--- src/rtl/riscv_ctrl_pkg.sv ---
// Shared encodings for the RV32I controllers: FSM states, opcodes and the
// select/control codes driven toward the datapath.
package riscv_ctrl_pkg;

   typedef enum logic [3:0] {
      S_FETCH    = 4'd0,
      S_DECODE   = 4'd1,
      S_MEMADR   = 4'd2,
      S_MEMREAD  = 4'd3,
      S_MEMWB    = 4'd4,
      S_MEMWRITE = 4'd5,
      S_EXECR    = 4'd6,
      S_EXECI    = 4'd7,
      S_ALUWB    = 4'd8,
      S_JAL      = 4'd9,
      S_BEQ      = 4'd10
   } state_t;

   localparam logic [6:0] OP_LW  = 7'b0000011;
   localparam logic [6:0] OP_SW  = 7'b0100011;
   localparam logic [6:0] OP_R   = 7'b0110011;
   localparam logic [6:0] OP_I   = 7'b0010011;
   localparam logic [6:0] OP_JAL = 7'b1101111;
   localparam logic [6:0] OP_BEQ = 7'b1100011;

   localparam logic [2:0] ALU_ADD = 3'b000;
   localparam logic [2:0] ALU_SUB = 3'b001;
   localparam logic [2:0] ALU_AND = 3'b010;
   localparam logic [2:0] ALU_OR  = 3'b011;
   localparam logic [2:0] ALU_SLT = 3'b101;

   localparam logic [1:0] RES_ALUOUT    = 2'b00;
   localparam logic [1:0] RES_DATA      = 2'b01;
   localparam logic [1:0] RES_ALURESULT = 2'b10;

   localparam logic [1:0] SRCA_PC    = 2'b00;
   localparam logic [1:0] SRCA_OLDPC = 2'b01;
   localparam logic [1:0] SRCA_RS1   = 2'b10;

   localparam logic [1:0] SRCB_RS2  = 2'b00;
   localparam logic [1:0] SRCB_IMM  = 2'b01;
   localparam logic [1:0] SRCB_FOUR = 2'b10;

   localparam logic [1:0] IMM_I = 2'b00;
   localparam logic [1:0] IMM_S = 2'b01;
   localparam logic [1:0] IMM_B = 2'b10;
   localparam logic [1:0] IMM_J = 2'b11;

   localparam logic [1:0] ALUOP_ADD   = 2'b00;
   localparam logic [1:0] ALUOP_SUB   = 2'b01;
   localparam logic [1:0] ALUOP_FUNCT = 2'b10;

endpackage

--- src/rtl/alu_decoder.sv ---
// Maps ALUOp plus the instruction function fields to an ALUControl code.
// Shared with the single-cycle core.
module alu_decoder
   import riscv_ctrl_pkg::*;
(
   input  logic [1:0] aluOp_i,
   input  logic [2:0] funct3_i,
   input  logic       funct7b5_i,
   input  logic       op5_i,
   output logic [2:0] aluControl_o
);

   // Only R-type (op5 set) with funct7b5 selects subtract; addi never does.
   always_comb begin
      aluControl_o = ALU_ADD;
      case (aluOp_i)
         ALUOP_ADD: aluControl_o = ALU_ADD;
         ALUOP_SUB: aluControl_o = ALU_SUB;
         ALUOP_FUNCT: begin
            case (funct3_i)
               3'b000:  aluControl_o = (funct7b5_i & op5_i) ? ALU_SUB : ALU_ADD;
               3'b010:  aluControl_o = ALU_SLT;
               3'b110:  aluControl_o = ALU_OR;
               3'b111:  aluControl_o = ALU_AND;
               default: aluControl_o = ALU_ADD;
            endcase
         end
         default: aluControl_o = ALU_ADD;
      endcase
   end

endmodule

--- src/rtl/multicycle_controller.sv ---
// Main Moore FSM for the multicycle RV32I core, sequencing the shared
// memory/ALU datapath, plus immediate-format decode.
module multicycle_controller
   import riscv_ctrl_pkg::*;
#(
   parameter state_t RESET_STATE = S_FETCH
)(
   input  logic       clk,
   input  logic       reset,
   input  logic [6:0] op,
   input  logic [2:0] funct3,
   input  logic       funct7b5,
   input  logic       Zero,
   output logic       PCWrite,
   output logic       AdrSrc,
   output logic       MemWrite,
   output logic       IRWrite,
   output logic [1:0] ResultSrc,
   output logic [2:0] ALUControl,
   output logic [1:0] ALUSrcA,
   output logic [1:0] ALUSrcB,
   output logic [1:0] ImmSrc,
   output logic       RegWrite,
   output logic       IllegalOp
);

   state_t     state_q, state_d, decState;
   logic       pcUpdate, branch, adrSrc, memWrite, irWrite, regWrite, illegal;
   logic [1:0] resultSrc, aluSrcA, aluSrcB, aluOp;

   always_ff @(posedge clk) begin
      if (reset) state_q <= RESET_STATE;
      else       state_q <= state_d;
   end

   // While reset is held the outputs show the fetch decode, so nothing
   // partially completes for an abandoned instruction.
   always_comb begin
      decState  = reset ? S_FETCH : state_q;
      state_d   = S_FETCH;
      pcUpdate  = 1'b0;
      branch    = 1'b0;
      adrSrc    = 1'b0;
      memWrite  = 1'b0;
      irWrite   = 1'b0;
      regWrite  = 1'b0;
      illegal   = 1'b0;
      resultSrc = RES_ALUOUT;
      aluSrcA   = SRCA_PC;
      aluSrcB   = SRCB_RS2;
      aluOp     = ALUOP_ADD;
      case (decState)
         S_FETCH: begin
            irWrite   = 1'b1;
            aluSrcB   = SRCB_FOUR;
            resultSrc = RES_ALURESULT;
            pcUpdate  = 1'b1;
            state_d   = S_DECODE;
         end
         S_DECODE: begin
            aluSrcA = SRCA_OLDPC;
            aluSrcB = SRCB_IMM;
            case (op)
               OP_LW, OP_SW: state_d = S_MEMADR;
               OP_R:         state_d = S_EXECR;
               OP_I:         state_d = S_EXECI;
               OP_JAL:       state_d = S_JAL;
               OP_BEQ:       state_d = S_BEQ;
               default: begin
                  state_d = S_FETCH;
                  illegal = 1'b1;
               end
            endcase
         end
         S_MEMADR: begin
            aluSrcA = SRCA_RS1;
            aluSrcB = SRCB_IMM;
            state_d = (op == OP_LW) ? S_MEMREAD : S_MEMWRITE;
         end
         S_MEMREAD: begin
            adrSrc  = 1'b1;
            state_d = S_MEMWB;
         end
         S_MEMWB: begin
            resultSrc = RES_DATA;
            regWrite  = 1'b1;
         end
         S_MEMWRITE: begin
            adrSrc   = 1'b1;
            memWrite = 1'b1;
         end
         S_EXECR: begin
            aluSrcA = SRCA_RS1;
            aluOp   = ALUOP_FUNCT;
            state_d = S_ALUWB;
         end
         S_EXECI: begin
            aluSrcA = SRCA_RS1;
            aluSrcB = SRCB_IMM;
            aluOp   = ALUOP_FUNCT;
            state_d = S_ALUWB;
         end
         S_ALUWB: regWrite = 1'b1;
         S_JAL: begin
            aluSrcA  = SRCA_OLDPC;
            aluSrcB  = SRCB_FOUR;
            pcUpdate = 1'b1;
            state_d  = S_ALUWB;
         end
         S_BEQ: begin
            aluSrcA = SRCA_RS1;
            aluOp   = ALUOP_SUB;
            branch  = 1'b1;
         end
         default: state_d = S_FETCH;
      endcase
   end

   always_comb begin
      case (op)
         OP_LW, OP_I: ImmSrc = IMM_I;
         OP_SW:       ImmSrc = IMM_S;
         OP_BEQ:      ImmSrc = IMM_B;
         OP_JAL:      ImmSrc = IMM_J;
         default:     ImmSrc = IMM_I;
      endcase
   end

   alu_decoder u_aluDecoder (
      .aluOp_i      (aluOp),
      .funct3_i     (funct3),
      .funct7b5_i   (funct7b5),
      .op5_i        (op[5]),
      .aluControl_o (ALUControl)
   );

   assign PCWrite   = ~reset & (pcUpdate | (branch & Zero));
   assign MemWrite  = ~reset & memWrite;
   assign RegWrite  = ~reset & regWrite;
   assign IRWrite   = ~reset & irWrite;
   assign IllegalOp = ~reset & illegal;
   assign AdrSrc    = adrSrc;
   assign ResultSrc = resultSrc;
   assign ALUSrcA   = aluSrcA;
   assign ALUSrcB   = aluSrcB;

endmodule

--- config.mk ---
export PLATFORM = sky130hd
export DESIGN_NAME = multicycle_controller
export DESIGN_NICKNAME = d
export VERILOG_FILES = /design/src/rtl/riscv_ctrl_pkg.sv /design/src/rtl/alu_decoder.sv /design/src/rtl/multicycle_controller.sv
export SDC_FILE = /design/constraint.sdc
export NUM_CORES = 1
export LEC_CHECK = 0
export ABC_AREA = 1
export CAP_MARGIN = 10
export CORE_MARGIN = 4
export CORE_UTILIZATION = 29
export CTS_BUF_LIST = sky130_fd_sc_hd__clkbuf_8
export CTS_CLUSTER_SIZE = 25
export DETAILED_ROUTE_END_ITERATION = 10
export GPL_TIMING_DRIVEN = 0
export HOLD_SLACK_MARGIN = 0.02
export PLACE_DENSITY_LB_ADDON = 0.05
export SYNTH_ARGS = -nofsm -noshare
export SYNTH_HDL_FRONTEND = slang
export SYNTH_SLANG_ARGS = --single-unit
--- constraint.sdc ---
create_clock -name clk -period 1.7 [get_ports clk]
set_clock_uncertainty 0.1 [all_clocks]
set_input_delay 0.17 -clock clk [delete_from_list [all_inputs] [get_ports clk]]
set_output_delay 0.17 -clock clk [all_outputs]
set_load 0.02 [all_outputs]
Word-level counts from Yosys, hierarchy flattened
Cells that the tools add are included.
- flip-flop bits (word level): 4
- bits of input ports: 14
- output and inout bits: 17
- logic and storage cells: 63
- eq/ne operators: 21
- muxes and demuxes: 20
- bitwise gates (word level): 9
- reductions and logical operators: 12
- operators with widths (kind ; number):
    $pmux 4 s5 ; 2
    $eq 4x3->1 const B ; 4
    $pmux 2 s2 ; 4
    $eq 7x6->1 const B ; 2
    $eq 7x7->1 const B ; 2
    $eq 4x4->1 const B ; 3
    $pmux 3 s4 ; 1
    $reduce_or 2->1 ; 6
    $mux 1 ; 9
    $eq 4x2->1 const B ; 2
    $and 1x1->1 ; 7
    $eq 7x2->1 const B ; 1
    $eq 7x5->1 const B ; 1
    $eq 3x3->1 const B ; 2
    $pmux 2 s3 ; 1
    $pmux 3 s2 ; 1
    $reduce_or 3->1 ; 2
    $reduce_or 6->1 ; 1
    $eq 4x1->1 const B ; 1
    $logic_not 4->1 ; 1
    $mux 4 ; 1
    $reduce_or 4->1 ; 1
    $eq 3x2->1 const B ; 1
    $logic_not 3->1 ; 1
    other kinds (5) ; 5

Longest topological paths before layout
Gate-level depths: netlist of run 1.
- word-level depth: 6
- gate-level depth with buffers: 10
- mapped depth without buffers: 10

Modules after synthesis
Synthesis of run 1 repeated with hierarchy kept, for this count alone.
- cells, all modules: 96
- area, all modules: 509.2 um2
- by module, submodules not included (module ; instances ; cells an instance ; area each (um2) ; seq. area each (um2)):
    multicycle_controller ; 1 ; 79 ; 417.9 ; 80.1
    alu_decoder ; 1 ; 17 ; 91.3 ; 0.0

Worst setup path before layout of run 1
OpenSTA, ideal clock, no wires.
- path kind: reg2out
- start: register state_q[2]
- end: output port ALUControl[0]
- data arrival time: 1.612 ns
- required time: 1.430 ns
- setup slack: -0.182 ns
- stages on the path, launching flop included: 7
- path buffers: 0
- cell sequence: dfxtp_1 nand3_2 nor2_2 ha_1 nand2_1 or2_2 a31oi_1
- longest elaborated chain between the ends: 6
- elaborated cells between the ends (all ways): 9
- classes of those cells: eq/ne: 5; mux: 3; reduce/logical: 1
- ends and longest elaborated chain (element ; line ; text):
    start: declaration ; multicycle_controller.sv:27 ; state_t state_q, state_d, decState;
    start signal: assignment ; multicycle_controller.sv:33 ; else state_q <= state_d;
    $mux 4 (*) ; multicycle_controller.sv:39 ; decState = reset ? S_FETCH : state_q;
    $eq 4x3->1 ; multicycle_controller.sv:52 ; case (decState)
    $reduce_or 2->1 (no source line) ; -- ;
    $pmux 2 s2 (*) ; multicycle_controller.sv:52 ;
    $eq 2x2->1 / $eq 2x1->1 (equally long branches) ; alu_decoder.sv:16 ; case (aluOp_i)
    $pmux 3 s2 (*) ; alu_decoder.sv:16 ;
    end: declaration ; multicycle_controller.sv:19 ; output logic [2:0] ALUControl,
Mark *: on every way between the ends. The rest lies on a longest branch, timed or not.

Worst setup path after layout of run 1
- start: register state_q[1]
- end: output port ALUControl[0]
Same word-level chain as after synthesis.

==> impl_metrics.env, run 1 <==
export IMPL_hold_violations=0
export IMPL_synthSimpleGateAreaFrac=0.561
export IMPL_pre_cts_ws_ns=-1.24
export IMPL_largest_reg_flops=4
export IMPL_total_leakage_power_nw=0.457
export IMPL_timing_final_crit_share=1.13
export IMPL_synth_compound_gate_area_share=0.126
export IMPL_rsz0062_at_grt="true"
export IMPL_synth_distinct_cells=22
export IMPL_drive_above_1_share=0.481
export IMPL_io_pins=31
export IMPL_cts_tree="built"
export IMPL_n_fill_cell=165
export IMPL_cts_buffers=3
export IMPL_die_w_um=50.6
export IMPL_grt_overflow=0
export IMPL_status="finished, violations left"
export IMPL_final_cells=158
export IMPL_drc_errors=0
export IMPL_cp_max_fo=3
export IMPL_synth_xor_area_frac=0
export IMPL_relSlewSlack=0.829
export IMPL_yosysTopAreaCell="dfxtp_1"
export IMPL_dpl_hpwl_mm=1.25
export IMPL_violations="setup timing"
export IMPL_clk_pin_slew_worst_paths_ns=0.03
export IMPL_synth_seq_cells=4
export IMPL_placed_cells=146
export IMPL_critPathRequiredTime_ns=1.43
export IMPL_rows=15
export IMPL_grt_busiest_layer="met2"
export IMPL_vias=717
export IMPL_syn_to_final_growth_pct=92.9
export IMPL_grt_start_max_net_pins=7
export IMPL_h_tree_depth=1
export IMPL_routabilityCongestion=0.865
export IMPL_synth_fa_ha_area_frac=0.0475
export IMPL_path_class="flip-flop to output pin"
export IMPL_core_area_um2=1730
export IMPL_synth_fp_nets=107
export IMPL_root_buffer="clkbuf_8"
export IMPL_synthMuxAreaShare=0
export IMPL_start_kind="flip-flop"
export IMPL_critPathCaptureType="output pin"
export IMPL_ys_top_cells_by_area="dfxtp_1 (15%), nand2_1 (13%), nor2_1 (12%)"
export IMPL_cts_sinks=4
export IMPL_grt_pass1_vias=648
export IMPL_grt_usage=0.133
export IMPL_grt_pass1_wl_mm=2.66
export IMPL_top_register="state_q"
export IMPL_portBuffers=30
export IMPL_setup_violations=3
export IMPL_drt_first_pass_iters=4
export IMPL_clock_latency_ns=0.22
export IMPL_dieArea_um2=2560
export IMPL_yosysSeqAreaShare=0.152
export IMPL_power_density_nw_per_um2=408
export IMPL_multiInputGateArea_um2=480
export IMPL_clock_tree_buffer_depth=2
export IMPL_first_iter_violations=18
export IMPL_worstMarginPinSlew_ns=0.254
export IMPL_regArea_um2=92.6
export IMPL_wl_per_cell_um=10.7
export IMPL_netlist_instances=91
export IMPL_syn_avg_cell_area_um2=5.79
export IMPL_slew_viol_final=0
export IMPL_ir_drop_v=0.000241
export IMPL_synth_top_area_frac=0.152
export IMPL_routed_wl_mm=1.70
export IMPL_syn_area_um2=527
export IMPL_layout_setup_ws_ns=-0.217
export IMPL_antennaDiodeCount=0
export IMPL_yosys_warnings=0
export IMPL_hold_path_class="input pin to flip-flop"
export IMPL_die_y_um=50.6
export IMPL_max_freq_mhz=522
export IMPL_layout_common_cells="nand2_1 (15), nor2_1 (15), clkdlybuf4s50_1 (12)"
export IMPL_synth_top_family_by_area="simple AND/OR/NAND/NOR gates"
export IMPL_cp_data_arrival_time_ns=1.65
export IMPL_detail_route_antenna_nets=0
export IMPL_p_total_mw=0.414
export IMPL_antenna_found_initial=0
export IMPL_grtUsageMet3=0.0237
export IMPL_reg_largest_list="state_q x4"
export IMPL_min_period_ns=1.92
export IMPL_post_drt_via_cell_ratio=4.54
export IMPL_met1_usage=0.162
export IMPL_drv_cap=0
export IMPL_start_util=0.305
export IMPL_grt_use_met2=0.222
export IMPL_nets=151
stage by stage:
step	area, um^2	TNS, ns	utilization	hold slack (ns)
after floorplan	538	-0.153	-	0.139
after global placement	870	-10.62	0.504	0.486
after detailed placement	870	-10.37	0.504	0.476
after CTS	962	-0.491	0.557	0.138
after global routing	1020	-0.813	0.588	0.153
final	1020	-0.522	0.588	0.125
synthesized netlist by cell type:
cell	instances
nand2_1	18
nor2_1	17
inv_1	13
nor2_2	5
a21oi_1	4
dfxtp_1	4
nand3_1	4
inv_2	3
nand4_1	3
o21ai_0	3
ha_1	2
nand2_2	2
nand2_4	2
nand3_2	2
o21ai_1	2
a31oi_1	1
nor2_8	1
nor3_1	1
nor3b_1	1
o211ai_1	1
o31ai_1	1
or2_2	1
report_power, final:
group | switching, mW | internal, mW
Sequential | 0.00394 | 0.0936
Clock | 0.0514 | 0.151
Combinational | 0.0610 | 0.0530
Total | 0.116 | 0.298
metal layers:
metal  wire length (um)  share of wire
met1                722           0.43
met2                840           0.50
met3                114          0.067
met4                 19          0.011
met5                  0              0
timing repair:
item	CTS	global route
pin swaps	6	7
buffers inserted	6	3
setup endpoints to repair	17	14
gates cloned	0	0
hold buffers	0	0
resized for setup	71	32
final timing paths:
path                              start                    end  slack, ns  cells past startpoint
setup reg to reg  state_q[0]$_SDFF_PP0_  state_q[0]$_SDFF_PP0_       0.45                      7
hold reg to reg   state_q[2]$_SDFF_PP0_  state_q[3]$_SDFF_PP0_       0.57                      3
hold / removal                    reset  state_q[0]$_SDFF_PP0_       0.13                      2
setup / recovery  state_q[1]$_SDFF_PP0_          ALUControl[0]      -0.22                     10
cell type report:
class | instances | share of cell area
clock buffer | 3 | 0.0406
inverter | 16 | 0.0616
multi-input combinational | 71 | 0.473
sequential | 4 | 0.0911
tap | 25 | 0.0308
timing repair buffer | 39 | 0.303
worst max-delay path: stages, from the launching register on:
cell and delay [ns]:
dfxtp_4 0.34, inv_4 0.08, nor3_4 0.04, inv_2 0.08
nor2_4 0.05, inv_2 0.06, ha_4 0.14, nand2_2 0.05
or2_4 0.26, a31oi_4 0.18, buf_6 0.13
cells by family (layout without fill, tap and decap cells):
family | Yosys count | in the layout
flip-flops | 4 | 4
AO/OA/AOI/OAI | 12 | 12
buffers and inverters | 16 | 58
adder cells (fa/ha/maj) | 2 | 2
AND/OR/NAND/NOR | 57 | 57
No activity file was read; power rests on OpenSTA's default activity.
==> inputs of run 2 (changes only) <==
--- a/config.mk
+++ b/config.mk
@@ -5,7 +5,6 @@
 export SDC_FILE = /design/constraint.sdc
 export NUM_CORES = 1
 export LEC_CHECK = 0
-export ABC_AREA = 1
 export CAP_MARGIN = 10
 export CORE_MARGIN = 4
 export CORE_UTILIZATION = 29
@@ -13,8 +12,8 @@
 export CTS_CLUSTER_SIZE = 25
 export DETAILED_ROUTE_END_ITERATION = 10
 export GPL_TIMING_DRIVEN = 0
-export HOLD_SLACK_MARGIN = 0.02
 export PLACE_DENSITY_LB_ADDON = 0.05
+export SKIP_CTS_REPAIR_TIMING = 1
 export SYNTH_ARGS = -nofsm -noshare
 export SYNTH_HDL_FRONTEND = slang
 export SYNTH_SLANG_ARGS = --single-unit
==> impl_metrics.env, run 2 <==
export IMPL_status="finished, violations left"
export IMPL_violations="setup timing"
export IMPL_post_drt_via_cell_ratio=4.92
export IMPL_timing_final_crit_share=1.15
export IMPL_hold_violations=0
export IMPL_syn_avg_cell_area_um2=7.23
export IMPL_synth_common_cells="nor2_1 (7), nand2_1 (6), inv_1 (5)"
export IMPL_vias=694
export IMPL_detail_route_antenna_nets=0
export IMPL_place_area_um2=907
export IMPL_ir_drop_v=0.000402
export IMPL_largest_reg_flops=4
export IMPL_worstMarginPinSlew_ns=0.343
export IMPL_r2r_slack_ns=0.20
export IMPL_grt_pass1_wl_mm=2.58
export IMPL_synth_fp_nets=94
export IMPL_highest_signal_layer="met3"
export IMPL_grt_usage=0.124
export IMPL_min_period_ns=1.95
export IMPL_final_cell_area_um2=1060
export IMPL_grt_overflow=0
export IMPL_syn_to_final_growth_pct=88.0
export IMPL_rows=15
export IMPL_drc_errors=0
export IMPL_grt_start_max_net_pins=11
export IMPL_setup_tns_ns=-0.830
export IMPL_cts_buffers=3
export IMPL_die_y_um=52.1
export IMPL_wl_per_cell_um=12.2
export IMPL_hold_path_class="input pin to flip-flop"
export IMPL_met1_length_um=777
export IMPL_pre_cts_ws_ns=-0.789
export IMPL_portBuffers=30
export IMPL_start_kind="flip-flop"
export IMPL_min_delay_path_depth=2
export IMPL_ys_top_cells_by_area="dfxtp_1 (14%), nor2_1 (4.7%), xnor2_1 (4.7%)"
export IMPL_h_tree_depth=1
export IMPL_path_class="flip-flop to output pin"
export IMPL_total_leakage_power_nw=0.551
export IMPL_wl_met3_um=112
export IMPL_dpl_hpwl_mm=1.26
export IMPL_critPathCaptureType="output pin"
export IMPL_core_area_um2=1780
export IMPL_cts_tree="built"
export IMPL_root_buffer="clkbuf_8"
export IMPL_drive_above_1_share=0.397
export IMPL_io_pins=31
export IMPL_ys_flop_type="dfxtp_1"
export IMPL_crit_path_top_delay_cell="dfxtp_2"
export IMPL_clock_tree_buffer_depth=2
export IMPL_reg2reg_depth=5
export IMPL_grt_pass1_vias=592
export IMPL_first_iter_violations=9
export IMPL_nets=134
export IMPL_crit_chain="buf_6 -> nor3b_4 -> and3b_2 -> ha_1 -> nor3_2 -> clkbuf_2"
export IMPL_yosysMostFrequentCell="nor2_1"
export IMPL_cp_max_fo=4
export IMPL_power_switching_mw=0.122
export IMPL_critPathRequiredTime_ns=1.43
export IMPL_reg_largest_list="state_q x4"
export IMPL_die_w_um=52.1
export IMPL_rsz0062_at_grt="true"
export IMPL_pwr_share_comb=0.325
export IMPL_synth_seq_cells=4
export IMPL_slew_viol_final=0
export IMPL_drt_first_pass_iters=4
export IMPL_p_total_mw=0.445
export IMPL_antenna_found_initial=0
export IMPL_p_int_mw=0.323
export IMPL_placed_cells=133
export IMPL_yosysTopAreaCell="dfxtp_1"
export IMPL_seq_power_share=0.222
export IMPL_power_density_nw_per_um2=419
export IMPL_cp_data_arrival_time_ns=1.68
export IMPL_netlist_instances=78
export IMPL_dieArea_um2=2720
export IMPL_async_flop_share=0
export IMPL_cts_sinks=4
export IMPL_final_cells=141
export IMPL_swShare=0.274
export IMPL_setup_violations=7
export IMPL_wl_met2_um=825
export IMPL_top_register="state_q"
export IMPL_max_freq_mhz=513
export IMPL_synth_top_area_frac=0.142
export IMPL_final_util=0.595
export IMPL_routed_wl_mm=1.72
export IMPL_yosys_warnings=0
export IMPL_layout_setup_ws_ns=-0.250
export IMPL_antennaDiodeCount=0
export IMPL_synth_edf_count=0
export IMPL_routabilityCongestion=0.710
export IMPL_start_util=0.316
export IMPL_layout_common_cells="buf_4 (11), dlymetal6s2s_1 (11), clkdlybuf4s50_1 (9)"
export IMPL_synth_distinct_cells=42
export IMPL_clockPowerShare=0.453
export IMPL_yosysSeqAreaShare=0.142
export IMPL_clk_pin_slew_worst_paths_ns=0.04
export IMPL_clock_latency_ns=0.22
export IMPL_cpPeakStageDelay_ns=0.30
export IMPL_drv_cap=0
export IMPL_hold_slack_ns=0.195
export IMPL_relSlewSlack=0.771
export IMPL_syn_area_um2=564
run 2: cell count changes after synthesis, sizes merged, moves of 2 or more:
cell    before  now
buf          0    4
nand3b       0    2
nand4        3    1
and2         0    2
inv         16    5
nand3        6    2
nor3         1    5
nor2        23    8
nand2       22    6
xnor2        0    3
nor2b        0    2
nor3b        1    3
nand2b       0    2
run 2: layout make-up:
type,instances,area (um^2)
Buffer,4,35.0
Clock buffer,3,41.3
Fill cell,170,722
Inverter,5,18.8
Multi-Input combinational cell,64,518
Sequential cell,4,83.8
Tap cell,25,31.3
Timing Repair Buffer,36,333
run 2: cells by family after synthesis:
| family | synth area share |
|---|---|
| buffers and inverters | 0.0976 |
| adder cells (fa/ha/maj) | 0.0443 |
| AO/OA/AOI/OAI | 0.202 |
| flip-flops | 0.142 |
| XOR/XNOR | 0.0621 |
| AND/OR/NAND/NOR | 0.452 |
run 2: path summary, 6_finish.rpt:
path | startpoint | end
min reg2reg | state_q[2]$_SDFF_PP0_ | state_q[0]$_SDFF_PP0_
min | op[4] | state_q[1]$_SDFF_PP0_
max reg2reg | state_q[0]$_SDFF_PP0_ | state_q[1]$_SDFF_PP0_
max | state_q[0]$_SDFF_PP0_ | ALUControl[1]
run 2: per-layer routing:
metal	up-vias	track usage
li1	359	-
met1	314	0.156
met2	21	0.205
met3	0	0.0458
met4	0	0.0131
met5	-	0
run 2: worst max-delay path: cells and delay by family (launching register included):
family	cells	cell delay [ns]
buffers and inverters	2	0.30
and+or+nand+nor	3	0.60
DFF	1	0.30
adders and majority gates	1	0.26
run 2: power groups by stage:
stage | registers [mW] | logic, mW | clock network [mW]
after floorplan | 0.0990 | 0.0668 | 0
after global placement | 0.0990 | 0.135 | 0
after detailed placement | 0.0991 | 0.135 | 0
after CTS | 0.0979 | 0.136 | 0.206
after global routing | 0.0990 | 0.156 | 0.215
final | 0.0986 | 0.145 | 0.202
==> inputs of run 3 (changes only) <==
--- a/config.mk
+++ b/config.mk
@@ -11,6 +11,7 @@
 export CTS_BUF_LIST = sky130_fd_sc_hd__clkbuf_8
 export CTS_CLUSTER_SIZE = 25
 export DETAILED_ROUTE_END_ITERATION = 10
+export DONT_BUFFER_PORTS = 1
 export GPL_TIMING_DRIVEN = 0
 export PLACE_DENSITY_LB_ADDON = 0.05
 export SKIP_CTS_REPAIR_TIMING = 1
==> impl_metrics.env, run 3 (synthesized netlist as in run 2, its figures left out) <==
export IMPL_hold_path_startpoint="op[4]"
export IMPL_min_delay_path_depth=2
export IMPL_timing_final_crit_share=1.12
export IMPL_violations="setup timing"
export IMPL_r2r_slack_ns=0.18
export IMPL_worstMarginPinSlew_ns=0.553
export IMPL_hold_path_class="input pin to flip-flop"
export IMPL_reg_largest_list="state_q x4"
export IMPL_cts_buffers=3
export IMPL_layout_setup_ws_ns=-0.198
export IMPL_dpl_hpwl_mm=1.20
export IMPL_start_util=0.316
export IMPL_regArea_um2=81.3
export IMPL_grt_pass1_wl_mm=2.39
export IMPL_detail_route_antenna_nets=0
export IMPL_largest_reg_flops=4
export IMPL_h_tree_depth=1
export IMPL_top_register="state_q"
export IMPL_cp_data_arrival_time_ns=1.63
export IMPL_cp_max_fo=5
export IMPL_max_freq_mhz=527
export IMPL_critPathRequiredTime_ns=1.43
export IMPL_holdPathEnd="state_q[2]$_SDFF_PP0_"
export IMPL_routabilityCongestion=0.701
export IMPL_rsz0062_at_grt="true"
export IMPL_power_density_nw_per_um2=451
export IMPL_clk_pin_slew_worst_paths_ns=0.03
export IMPL_final_common_cell="buf_4"
export IMPL_start_kind="flip-flop"
export IMPL_routed_wl_mm=1.63
export IMPL_path_class="flip-flop to output pin"
export IMPL_r2r_start="state_q[0]$_SDFF_PP0_"
export IMPL_drc_errors=0
export IMPL_relSlewSlack=0.628
export IMPL_syn_to_final_growth_pct=59.9
export IMPL_cts_sinks=4
export IMPL_drt_first_pass_iters=3
export IMPL_first_iter_violations=4
export IMPL_drive_above_1_share=0.534
export IMPL_die_y_um=52.1
export IMPL_pre_cts_ws_ns=-0.352
export IMPL_critPathCaptureType="output pin"
export IMPL_io_pins=31
export IMPL_total_leakage_power_nw=0.304
export IMPL_dieArea_um2=2720
export IMPL_portBuffers=0
export IMPL_wl_per_cell_um=14.4
export IMPL_status="finished, violations left"
export IMPL_clock_latency_ns=0.22
export IMPL_grt_overflow=0
export IMPL_antenna_found_initial=0
export IMPL_root_buffer="clkbuf_8"
export IMPL_grt_start_max_net_pins=11
export IMPL_rows=15
export IMPL_antennaDiodeCount=0
export IMPL_hold_violations=0
export IMPL_die_w_um=52.1
export IMPL_n_fill_cell=177
export IMPL_grt_pass1_vias=545
export IMPL_post_drt_via_cell_ratio=5.36
export IMPL_cts_tree="built"
export IMPL_min_period_ns=1.90
export IMPL_vias=606
export IMPL_nets=106
export IMPL_setup_tns_ns=-0.575
export IMPL_layout_common_cells="buf_4 (8), inv_1 (4), nor2_4 (4), nand2_2 (4)"
export IMPL_grt_usage=0.118
export IMPL_core_area_um2=1780
export IMPL_ir_drop_v=0.000454
export IMPL_reg2reg_depth=5
export IMPL_multiInputGateArea_um2=623
export IMPL_drv_cap=0
export IMPL_r2r_end="state_q[1]$_SDFF_PP0_"
export IMPL_clock_tree_buffer_depth=2
export IMPL_setup_violations=5
export IMPL_slew_viol_final=0
==> run 3: power breakdown <==
part	switching, mW	total, mW	internal, mW
combinational	0.0645	0.112	0.0477
clock	0.0458	0.196	0.151
sequential	0.00109	0.0980	0.0969
==> run 3: final cells by class <==
class / count / share of cell area
tap: 25 / 0.0347
inverter: 5 / 0.0236
sequential: 4 / 0.0902
timing repair buffer: 7 / 0.0610
multi-input combinational: 64 / 0.691
clock buffer: 3 / 0.0458
buffer: 5 / 0.0541
==> run 3: layer usage <==
layer	up-vias	wire (um)	global-route usage
met3	0	122	0.0659
met5	-	0	0
met2	21	751	0.176
li1	304	-	-
met1	281	752	0.151
met4	0	0	0.0131
==> run 3: worst max path at each step <==
stage                          startpoint             to  slack [ns]  depth (start not counted)
global route        state_q[0]$_SDFF_PP0_  ALUControl[1]       -0.25                          5
detailed placement  state_q[1]$_SDFF_PP0_     ALUSrcA[1]       -0.35                          3
CTS                 state_q[1]$_SDFF_PP0_     ALUSrcA[1]       -0.59                          3
floorplan           state_q[1]$_SDFF_PP0_     ALUSrcA[1]       -0.06                          3
finish              state_q[0]$_SDFF_PP0_  ALUControl[1]       -0.20                          5
global placement    state_q[1]$_SDFF_PP0_     ALUSrcA[1]       -0.35                          3
==> run 3: worst max-delay path: stages, from the launching register on <==
cell     delay (ns)
dfxtp_1        0.30
buf_6          0.12
nor3b_4        0.22
and3b_2        0.27
ha_4           0.23
nor3_4         0.28
==> run 3: stage by stage <==
step           power [mW]  instance area, um^2  cells   util  hold WS [ns]
2_1_floorplan       0.166                  576     78      -         0.189
3_5_place_dp        0.176                  607    103  0.340         0.206
6_report            0.407                  902    113  0.506        0.0450
5_1_grt             0.430                  902    113  0.506        0.0747
4_1_cts             0.377                  648    106  0.364       -0.0139
3_3_place_gp        0.176                  607    103  0.340         0.218
